`config.mk`:
```
export PLATFORM = sky130hd
export DESIGN_NAME = dll_lock_sequencer
export DESIGN_NICKNAME = d
export VERILOG_FILES = /design/src/rtl/dll_pkg.sv /design/src/rtl/dll_freq_meter.sv /design/src/rtl/dll_lock_sequencer.sv
export SDC_FILE = /design/constraint.sdc
export NUM_CORES = 1
export LEC_CHECK = 0
export ABC_CLOCK_PERIOD_IN_PS = 15300
export BUFFER_PORTS_ARGS = -buffer_cell sky130_fd_sc_hd__buf_2
export CORE_ASPECT_RATIO = 1.1
export CORE_MARGIN = 4
export CORE_UTILIZATION = 40
export CTS_CLUSTER_DIAMETER = 50
export DETAILED_ROUTE_END_ITERATION = 12
export GPL_TIMING_DRIVEN = 0
export HOLD_SLACK_MARGIN = 0.12
export PLACE_DENSITY_LB_ADDON = 0.08
export SLEW_MARGIN = 0
export SYNTH_ARGS = -nofsm -noshare
export SYNTH_HDL_FRONTEND = slang
export SYNTH_SLANG_ARGS = --single-unit
export TNS_END_PERCENT = 100
```
`constraint.sdc`:
```
create_clock -name clock -period 15.3 [get_ports clock]
set_input_delay 0 -clock clock [delete_from_list [all_inputs] [get_ports clock]]
set_output_delay 0 -clock clock [all_outputs]
set_load 0.01 [all_outputs]
```
`src/rtl/dll_pkg.sv`:
```
// Shared definitions for the DLL lock sequencer.
//   - FSM state encoding (also exported on the debug `state` port)
//   - Division ratio / trim / tick counter widths
//   - Latched configuration record and expected-tick helper
package dll_pkg;

    localparam int DIV_W  = 8;
    localparam int TRIM_W = 26;
    localparam int CNT_W  = 16;

    typedef enum logic [2:0] {
        ST_IDLE    = 3'd0,
        ST_HOLD    = 3'd1,
        ST_DCO_RUN = 3'd2,
        ST_ACQUIRE = 3'd3,
        ST_LOCKED  = 3'd4,
        ST_FAULT   = 3'd5
    } dll_state_e;

    // Configuration captured when leaving IDLE.
    typedef struct packed {
        logic              dco;
        logic [DIV_W-1:0]  div;
        logic [TRIM_W-1:0] trim;
    } dll_cfg_t;

    // Ticks expected in one window: (div << win_log2) >> presc_log2,
    // evaluated at the tick counter width so the result matches the counter.
    function automatic logic [CNT_W-1:0] expected_ticks(input logic [DIV_W-1:0] div,
                                                        input int win_log2,
                                                        input int presc_log2);
        logic [CNT_W-1:0] scaled;
        scaled = CNT_W'(div) << win_log2;
        return scaled >> presc_log2;
    endfunction

endpackage

```
`src/rtl/dll_freq_meter.sv`:
```
// Feedback frequency meter for the DLL lock sequencer.
// Counts fb_tick pulses over back-to-back windows of 2^WIN_LOG2 clocks and
// compares each window's total against `expected` with +/-TOL slack.
// Ports:
//   clock, resetb : reference clock, synchronous active-low reset
//   clear         : hold timer and counter at zero (not measuring)
//   fb_tick       : one-cycle feedback tick
//   expected      : target ticks per window
//   win_done      : one-cycle pulse on the final cycle of each window
//   win_good      : window total within tolerance (valid with win_done)
module dll_freq_meter
    import dll_pkg::*;
#(
    parameter int WIN_LOG2 = 8,
    parameter int TOL      = 2
) (
    input  logic             clock,
    input  logic             resetb,
    input  logic             clear,
    input  logic             fb_tick,
    input  logic [CNT_W-1:0] expected,
    output logic             win_done,
    output logic             win_good
);

    logic [WIN_LOG2-1:0] timer;
    logic [CNT_W-1:0]    tick_cnt;
    logic [CNT_W-1:0]    cnt_now;
    logic [CNT_W-1:0]    err;
    logic                win_last;

    always_comb begin
        win_last = &timer;
        // A tick in the final cycle still belongs to the ending window, so the
        // verdict is formed on the count including this cycle's tick.
        cnt_now  = (fb_tick && (tick_cnt != '1)) ? tick_cnt + 1'b1 : tick_cnt;
        err      = (cnt_now >= expected) ? cnt_now - expected : expected - cnt_now;
        win_good = (err <= CNT_W'(TOL));
        win_done = win_last && !clear;
    end

    always_ff @(posedge clock) begin
        if (!resetb || clear) begin
            timer    <= '0;
            tick_cnt <= '0;
        end else begin
            timer    <= timer + 1'b1;
            tick_cnt <= win_last ? '0 : cnt_now;
        end
    end

endmodule

```
`src/rtl/dll_lock_sequencer.sv`:
```
// Bring-up and lock supervisor for the digital DLL.
// Sequences DLL reset/enable/mode, latches division ratio and trim, measures
// the feedback frequency and reports lock or acquire timeout.
// Ports:
//   clock, resetb : reference clock, synchronous active-low reset
//   start         : level run request; dropping it aborts to IDLE
//   cfg_dco       : 1 = open-loop DCO mode
//   cfg_div       : feedback division ratio
//   cfg_trim      : external trim for DCO mode
//   fb_tick       : prescaled feedback tick, synchronous to clock
//   dll_resetb    : DLL reset (active low)
//   dll_enable    : DLL enable
//   dll_dco       : DLL DCO-mode select
//   dll_div       : latched division ratio
//   dll_ext_trim  : latched trim
//   locked        : frequency within tolerance
//   fault         : acquire timeout
//   state         : FSM state for debug
module dll_lock_sequencer
    import dll_pkg::*;
#(
    parameter int RST_CYC    = 16,
    parameter int WIN_LOG2   = 8,
    parameter int PRESC_LOG2 = 4,
    parameter int TOL        = 2,
    parameter int LOCK_WINS  = 4,
    parameter int LOSS_WINS  = 2,
    parameter int MAX_WINS   = 64
) (
    input  logic              clock,
    input  logic              resetb,
    input  logic              start,
    input  logic              cfg_dco,
    input  logic [DIV_W-1:0]  cfg_div,
    input  logic [TRIM_W-1:0] cfg_trim,
    input  logic              fb_tick,
    output logic              dll_resetb,
    output logic              dll_enable,
    output logic              dll_dco,
    output logic [DIV_W-1:0]  dll_div,
    output logic [TRIM_W-1:0] dll_ext_trim,
    output logic              locked,
    output logic              fault,
    output logic [2:0]        state
);

    localparam int HOLD_W = $clog2(RST_CYC + 1);
    localparam int GOOD_W = $clog2(LOCK_WINS + 1);
    localparam int BAD_W  = $clog2(LOSS_WINS + 1);
    localparam int WINC_W = $clog2(MAX_WINS + 1);

    dll_state_e        cur_state, nxt_state;
    dll_cfg_t          cfg_q;
    logic [HOLD_W-1:0] hold_cnt;
    logic [GOOD_W-1:0] good_cnt;
    logic [BAD_W-1:0]  bad_cnt;
    logic [WINC_W-1:0] win_cnt;
    logic              meter_clr;
    logic              win_done;
    logic              win_good;
    logic [CNT_W-1:0]  expected;

    assign expected     = expected_ticks(cfg_q.div, WIN_LOG2, PRESC_LOG2);
    assign dll_div      = cfg_q.div;
    assign dll_ext_trim = cfg_q.trim;
    assign state        = cur_state;

    dll_freq_meter #(
        .WIN_LOG2 (WIN_LOG2),
        .TOL      (TOL)
    ) u_meter (
        .clock    (clock),
        .resetb   (resetb),
        .clear    (meter_clr),
        .fb_tick  (fb_tick),
        .expected (expected),
        .win_done (win_done),
        .win_good (win_good)
    );

    // Next state and Moore outputs.
    always_comb begin
        nxt_state  = cur_state;
        dll_resetb = 1'b0;
        dll_enable = 1'b0;
        dll_dco    = 1'b0;
        locked     = 1'b0;
        fault      = 1'b0;
        meter_clr  = 1'b1;
        case (cur_state)
            ST_IDLE: begin
                if (start) nxt_state = ST_HOLD;
            end
            ST_HOLD: begin
                dll_enable = 1'b1;
                dll_dco    = cfg_q.dco;
                if (hold_cnt == HOLD_W'(RST_CYC - 1))
                    nxt_state = cfg_q.dco ? ST_DCO_RUN : ST_ACQUIRE;
            end
            ST_DCO_RUN: begin
                dll_resetb = 1'b1;
                dll_enable = 1'b1;
                dll_dco    = 1'b1;
            end
            ST_ACQUIRE: begin
                dll_resetb = 1'b1;
                dll_enable = 1'b1;
                meter_clr  = 1'b0;
                // Lock wins over timeout when both land on the same window.
                if (win_done) begin
                    if (win_good && (good_cnt == GOOD_W'(LOCK_WINS - 1)))
                        nxt_state = ST_LOCKED;
                    else if (win_cnt == WINC_W'(MAX_WINS - 1))
                        nxt_state = ST_FAULT;
                end
            end
            ST_LOCKED: begin
                dll_resetb = 1'b1;
                dll_enable = 1'b1;
                locked     = 1'b1;
                meter_clr  = 1'b0;
                if (win_done && !win_good && (bad_cnt == BAD_W'(LOSS_WINS - 1)))
                    nxt_state = ST_ACQUIRE;
            end
            ST_FAULT: begin
                fault = 1'b1;
            end
            default: nxt_state = ST_IDLE;
        endcase
        // Dropping start aborts from anywhere, mid-window included.
        if (!start) nxt_state = ST_IDLE;
    end

    always_ff @(posedge clock) begin
        if (!resetb) begin
            cur_state <= ST_IDLE;
            cfg_q     <= '0;
            hold_cnt  <= '0;
            good_cnt  <= '0;
            bad_cnt   <= '0;
            win_cnt   <= '0;
        end else begin
            cur_state <= nxt_state;

            // Config is visible only outside IDLE; captured once per run.
            if (nxt_state == ST_IDLE)
                cfg_q <= '0;
            else if (cur_state == ST_IDLE)
                cfg_q <= '{dco: cfg_dco, div: cfg_div, trim: cfg_trim};

            hold_cnt <= ((cur_state == ST_HOLD) && (nxt_state == ST_HOLD)) ?
                        hold_cnt + 1'b1 : '0;

            // Window bookkeeping restarts on every state change; the meter
            // timer itself keeps running across ACQUIRE<->LOCKED since those
            // changes only happen on a window boundary.
            if (nxt_state != cur_state) begin
                good_cnt <= '0;
                bad_cnt  <= '0;
                win_cnt  <= '0;
            end else if (win_done) begin
                if (cur_state == ST_ACQUIRE) begin
                    win_cnt  <= win_cnt + 1'b1;
                    good_cnt <= win_good ? good_cnt + 1'b1 : '0;
                end else begin
                    bad_cnt  <= win_good ? '0 : bad_cnt + 1'b1;
                end
            end
        end
    end

endmodule

```
==> results of run 1 <==
## critical path, cell delays in order (launching register included)
cell,delay (ns)
dfxtp_1,0.44
ha_1,0.18
buf_4,0.15
nand4_2,0.16
or2_1,0.29
o21ai_0,0.51
nor2_1,0.19
nand2_1,0.13
xor2_1,0.34
inv_1,0.08
ha_1,0.29
buf_2,0.19
a21oi_2,0.17
nor3b_1,0.18
a21oi_1,0.18
or4_1,0.52
buf_2,0.16
or3_4,0.39
a221oi_2,0.25
nand4_1,0.13
nor4_2,0.37
buf_4,0.24
a21oi_1,0.07
o21ai_0,0.14
and4b_1,0.21
dlygate4sd3_1,0.55
## cell usage in the layout, fill, tap and decap left out, types with 15 or more instances in the layout
cell | netlist | final
buf_4 | 37 | 37
buf_2 | 2 | 81
ha_1 | 26 | 26
nor2_1 | 64 | 64
inv_1 | 30 | 30
o21ai_0 | 15 | 15
dfxtp_1 | 79 | 79
clkbuf_1 | 23 | 24
xnor2_1 | 19 | 19
nor3_1 | 15 | 15
nand2_1 | 115 | 115
xor2_1 | 17 | 17
dlygate4sd3_1 | 0 | 37
nand3_1 | 22 | 22
a21oi_1 | 64 | 64
## sequential cells by signal, indices dropped and copies added, names as in the netlist
register / count
dll_ext_trim: 26
u_meter.tick_cnt: 16
dll_div: 8
u_meter.timer: 8
win_cnt: 7
hold_cnt: 5
good_cnt: 3
state: 3
bad_cnt: 2
cfg_q: 1
## path summary, 6_finish.rpt
check / startpoint / to / slack (ns) / depth (start not counted)
worst max-delay path: u_meter.tick_cnt[1]$_SDFF_PP0_ / state[2]$_SDFF_PN0_ / 8.69 / 25
worst min-delay path: start / dll_ext_trim[18]$_SDFFE_PP0N_ / 0.22 / 3
worst max register to register: u_meter.tick_cnt[1]$_SDFF_PP0_ / state[2]$_SDFF_PN0_ / 8.69 / 25
worst min register to register: hold_cnt[0]$_SDFF_PN0_ / hold_cnt[0]$_SDFF_PN0_ / 0.44 / 1
## report_power, final
part | switching, mW | total, mW | internal, mW
registers | 0.00270 | 0.212 | 0.210
clock network | 0.0795 | 0.205 | 0.126
logic | 0.0395 | 0.0767 | 0.0373
total | 0.122 | 0.494 | 0.373
## per-stage QoR
| stage | power [mW] | cells | setup WS (ns) | hold WS (ns) | instance area (um2) |
|---|---|---|---|---|---|
| 6_report | 0.4943 | 945 | 8.689 | 0.2206 | 6225 |
| 5_1_grt | 0.5182 | 945 | 8.184 | 0.2827 | 6225 |
| 4_1_cts | 0.5008 | 945 | 8.698 | 0.2201 | 6225 |
| 3_5_place_dp | 0.2860 | 892 | 8.815 | 0.2463 | 5564 |
| 3_3_place_gp | 0.2852 | 892 | 8.834 | 0.2408 | 5564 |
| 2_1_floorplan | 0.2652 | 659 | 9.854 | 0.1360 | 4976 |
## repair_timing
item                                   4_1_cts  5_1_grt
buffers inserted                             0        0
hold buffers                                37        0
endpoints found under the hold margin       38        0
## area by class of cell
class / instances / area share, %
Clock buffer: 10 / 3.678
Inverter: 30 / 1.809
Buffer: 64 / 6.372
Timing Repair Buffer: 116 / 12.30
Clock inverter: 6 / 0.9849
Multi-Input combinational cell: 486 / 46.35
Sequential cell: 79 / 25.41
Tap cell: 154 / 3.095
## per-layer routing
| layer | part of all wire, % | global-route usage (%) | vias to the layer above |
|---|---|---|---|
| li1 | - | - | 2488 |
| met2 | 49 | 32.32 | 112 |
| met3 | 4.5 | 3.722 | 25 |
| met5 | 0 | 0 | - |
| met4 | 2.0 | 6.219 | 0 |
| met1 | 44 | 22.57 | 2220 |
## kinds of logic after synthesis
family	count (synthesis)
simple gates	283
compound gates	135
buf+inv	94
flops	79
xor+xnor	36
fa+ha+maj	27
mux	5
## cell usage after synthesis (6+ instances only)
cell / instances / area, um2
inv_1: 30 / 112.6
buf_4: 37 / 277.8
nor3_1: 15 / 75.07
nand2_1: 115 / 431.7
dfxtp_1: 79 / 1582
o21ai_0: 15 / 75.07
nor2b_1: 6 / 37.54
or3_1: 9 / 56.30
xor2_1: 17 / 148.9
nor2_1: 64 / 240.2
o211ai_1: 6 / 45.04
and3_1: 6 / 37.54
nand4_1: 10 / 62.56
a21o_1: 8 / 60.06
clkbuf_1: 23 / 86.33
ha_1: 26 / 325.3
and2_1: 6 / 37.54
a21oi_1: 64 / 320.3
nand3_1: 22 / 110.1
xnor2_1: 19 / 166.4
==> flow_metrics.tcl, run 1 <==
set metrics [dict create \
    fp.dieArea_um2 14290 \
    grt_pass1_wl_um 22050 \
    clockRootBuffer "clkbuf_16" \
    synthesis.area_um2 4976 \
    synth-simple-area-share_pct 26.70 \
    synth-xor-area-share_pct 6.336 \
    synth-edff-count 0 \
    fin_crit_sh_pct 43.21 \
    netlist_instances 659 \
    antennaDiodeCount 0 \
    finalHoldViolCount 0 \
    status "finished clean" \
    start_util_pct 41.17 \
    critPathLaunchType "register" \
    finalMaxSlewViolations 0 \
    io_pins 81 \
    num_vias 4845 \
    muxShareOfSynthArea_pct 1.006 \
    setup_viol 0 \
    nFillCells 1218 \
    synth_flop_cell "dfxtp_1" \
    ant_nets 0 \
    fin_crit_ns 6.611 \
    cts.sinks 79 \
    setup-tns-final_ns 0 \
    end_kind "register" \
    cts.htree.levels 3 \
    synth_top_family_by_area "simple AND/OR/NAND/NOR gates" \
    syn-num-nets 725 \
    drv_cap 0 \
    grt_pass1_vias 4710 \
    synth-seq-cells 79 \
    overflow 0 \
    ff_latch_area_um2 1582 \
    p_leak_nw 2.791 \
    skew_ns 0.006389 \
    drt-pass1-iter-count 5 \
    seq_area_frac_synth_pct 31.78 \
    cts_tree "yes" \
    grt_max_degree 14 \
    wirelength_um 12880 \
    hp-class "primary input to register" \
    die_w_um 114.3 \
    relSlewSlack_pct 37.61 \
    avgSynthCellArea_um2 7.551 \
    row_count 42 \
    worstMarginPinSlew_ns 0.9288 \
    multi_input_area_um2 2885 \
    die_h_um 125.0 \
    path_max_fanout 10 \
    synth-warning-count 0 \
    gp_congestion 0.8478 \
    grt_use_total_pct 18.54 \
    ys_types 61 \
    required_ns 15.56 \
    ir_worst_vdd_mv 0.05793 \
    worstPathArrival_ns 6.87 \
    synth_adder_area_share_pct 6.940 \
    cts.reportedPaths.clkPinSlew_ns 0.06 \
    synth_compound_area_share_pct 17.00 \
    numPortBuffers 79 \
    post-route-util_pct 51.50 \
    avgViaCountPerCell 5.127 \
    synthArstFlopShare_pct 0 \
    place_hpwl_um 9914 \
    cts_resized 0 \
    cts_buffers 9 \
    critical_path_class "register to register" \
    route.detailed.drc 0 \
    grt_antenna_before_repair 0 \
    clockBufferDepth 2 \
    syn_to_final_growth_pct 25.09 \
    rsz0062_at_grt "false" \
    power.density_nw_per_um2 79.40 \
    worst_skew_pair.late_latency_ns 0.33 \
    drive_gt1_share_pct 18.96 \
    drt-initial-drc-count 245 \
    core-area_um2 12090 \
    avgRoutedWirePerCell_um 13.63 \
    fmax_mhz 151.3 \
    finalNetCount 852 \
]
No activity file was read; power rests on OpenSTA's default activity.
==> run 2: changes to the inputs <==
ABC_CLOCK_PERIOD_IN_PS = 5900   (was 15300)
clock period = 5.9 ns   (was 15.3 ns; I/O delays follow)
==> flow_metrics.tcl, run 2 (synthesized netlist as in run 1, its figures left out) <==
set metrics [dict create \
    cpMaxStageDelayCell "or4_4" \
    io_pins 81 \
    worstPathArrival_ns 5.81 \
    numPortBuffers 79 \
    p_clk_share_pct 41.3 \
    grt_antenna_before_repair 0 \
    antennaDiodeCount 0 \
    skew_ns 0.007390 \
    gp_congestion 0.8478 \
    cts.sinks 79 \
    placed_area_um2 5564 \
    relSlewSlack_pct 37.25 \
    critPathLaunchType "register" \
    post-place-cells 892 \
    wirelength_um 13140 \
    netSwitchingFraction_pct 24.69 \
    preCtsSetupSlack_ns -0.5851 \
    clockBufferDepth 2 \
    fp.dieArea_um2 14290 \
    required_ns 6.16 \
    ant_nets 0 \
    cts.htree.levels 3 \
    die_h_um 125.0 \
    drt-pass1-iter-count 4 \
    ff_latch_area_um2 1590 \
    ir_worst_vdd_mv 0.1509 \
    critical_path_class "register to register" \
    core-area_um2 12090 \
    cts_tree "yes" \
    cts_buffers 9 \
    hp-class "primary input to register" \
    cpPeakStageDelay_ns 0.52 \
    cpLargestDelayFamily "simple AND/OR/NAND/NOR gates" \
    status "finished clean" \
    drt-initial-drc-count 263 \
    layout_commonest_cell "nand2_1" \
    grt_max_degree 14 \
    p_comb_share_pct 16.0 \
    fin_area_um2 6402 \
    grt_pass1_wl_um 22240 \
    cts.reportedPaths.clkPinSlew_ns 0.06 \
    finalHoldViolCount 0 \
    clockRootBuffer "clkbuf_16" \
    setup_viol 0 \
    layout_setup_ws_ns 0.3518 \
    fmax_mhz 180.2 \
    grt_use_total_pct 18.72 \
    avgRoutedWirePerCell_um 13.80 \
    largest_reg_flops 26 \
    grt_pass1_vias 4733 \
    row_count 42 \
    p_leak_nw 2.865 \
    layout_common_cells "nand2_1 (115), buf_2 (80), dfxtp_1 (76)" \
    multi_input_area_um2 2995 \
    die_w_um 114.3 \
    place_hpwl_um 9914 \
    route.detailed.drc 0 \
    rsz0062_at_grt "false" \
    end_kind "register" \
    overflow 0 \
    total_power_mw 1.286 \
    power.density_nw_per_um2 200.8 \
    path_max_fanout 10 \
    intPower_mw 0.9682 \
    finalMaxSlewViolations 0 \
    fin_cells 952 \
    worst_skew_pair.late_latency_ns 0.33 \
    critical_path_buf_inv_count 6 \
    seq_power_share_pct 42.8 \
    nFillCells 1199 \
    start_util_pct 41.17 \
    finalNetCount 859 \
    drive_gt1_share_pct 21.93 \
    fin_crit_ns 5.548 \
    fin_crit_sh_pct 94.04 \
    worstMarginPinSlew_ns 0.9340 \
    syn_to_final_growth_pct 28.66 \
    avgViaCountPerCell 5.106 \
    drv_cap 0 \
    switching_power_mw 0.3175 \
    num_vias 4861 \
]
==> run 2: tightest hold or removal path, stage by stage <==
cell	delay [ns]
clkbuf_1	0.23
nand4_1	0.16
xnor2_1	0.17
a21oi_1	0.07
nor2_1	0.09
==> run 2: repair_timing <==
action                                  4_1_cts  5_1_grt
endpoints found under the hold margin        38        0
endpoints found under the setup margin       20       17
setup buffers                                 1        6
hold buffers                                 37        0
pin swaps                                     0        6
gates resized for setup                      11       18
==> run 2: layout make-up <==
class / instances / area share, %
buffer: 64 / 6.293
clock buffer: 10 / 3.576
clock inverter: 6 / 0.9576
inverter: 30 / 1.759
multi-input combinational: 486 / 46.79
sequential: 79 / 24.84
tap: 154 / 3.010
timing repair buffer: 123 / 12.78
==> run 2: layer usage <==
metal  routed length (um)  GRT usage [%]  vias up
li1                     -              -     2501
met5                    0              0        -
met1                 5812          22.97     2262
met4                  174          6.359        0
met2                 6651          32.46       86
met3                  498          3.673       12
==> run 2: final timing paths <==
check                                 startpoint                             end  slack, ns  cells after the start
setup / recovery  u_meter.tick_cnt[0]$_SDFF_PP0_         win_cnt[2]$_SDFFE_PP0P_       0.35                     25
hold / removal                           fb_tick  u_meter.tick_cnt[3]$_SDFF_PP0_       0.44                      5
setup reg to reg  u_meter.tick_cnt[0]$_SDFF_PP0_         win_cnt[2]$_SDFFE_PP0P_       0.35                     25
hold reg to reg           hold_cnt[0]$_SDFF_PN0_          hold_cnt[0]$_SDFF_PN0_       0.44                      1
==> run 2: power by group through the flow <==
| stage | Clock [mW] | Sequential [mW] | Combinational, mW |
|---|---|---|---|
| after detailed placement | 0 | 0.562 | 0.179 |
| after floorplan | 0 | 0.561 | 0.127 |
| after CTS | 0.549 | 0.551 | 0.202 |
| after global routing | 0.570 | 0.551 | 0.228 |
| final | 0.531 | 0.550 | 0.205 |
| after global placement | 0 | 0.562 | 0.177 |
==> run 2: through the flow <==
| step | setup TNS (ns) | hold WS (ns) | utilization [%] |
|---|---|---|---|
| floorplan | 0 | 0.1360 | - |
| global placement | -8.026 | 0.2408 | 46.04 |
| CTS | 0 | 0.3234 | 51.97 |
| detailed placement | -8.208 | 0.2463 | 46.04 |
| global route | 0 | 0.4730 | 52.97 |
| finish | 0 | 0.4437 | 52.97 |
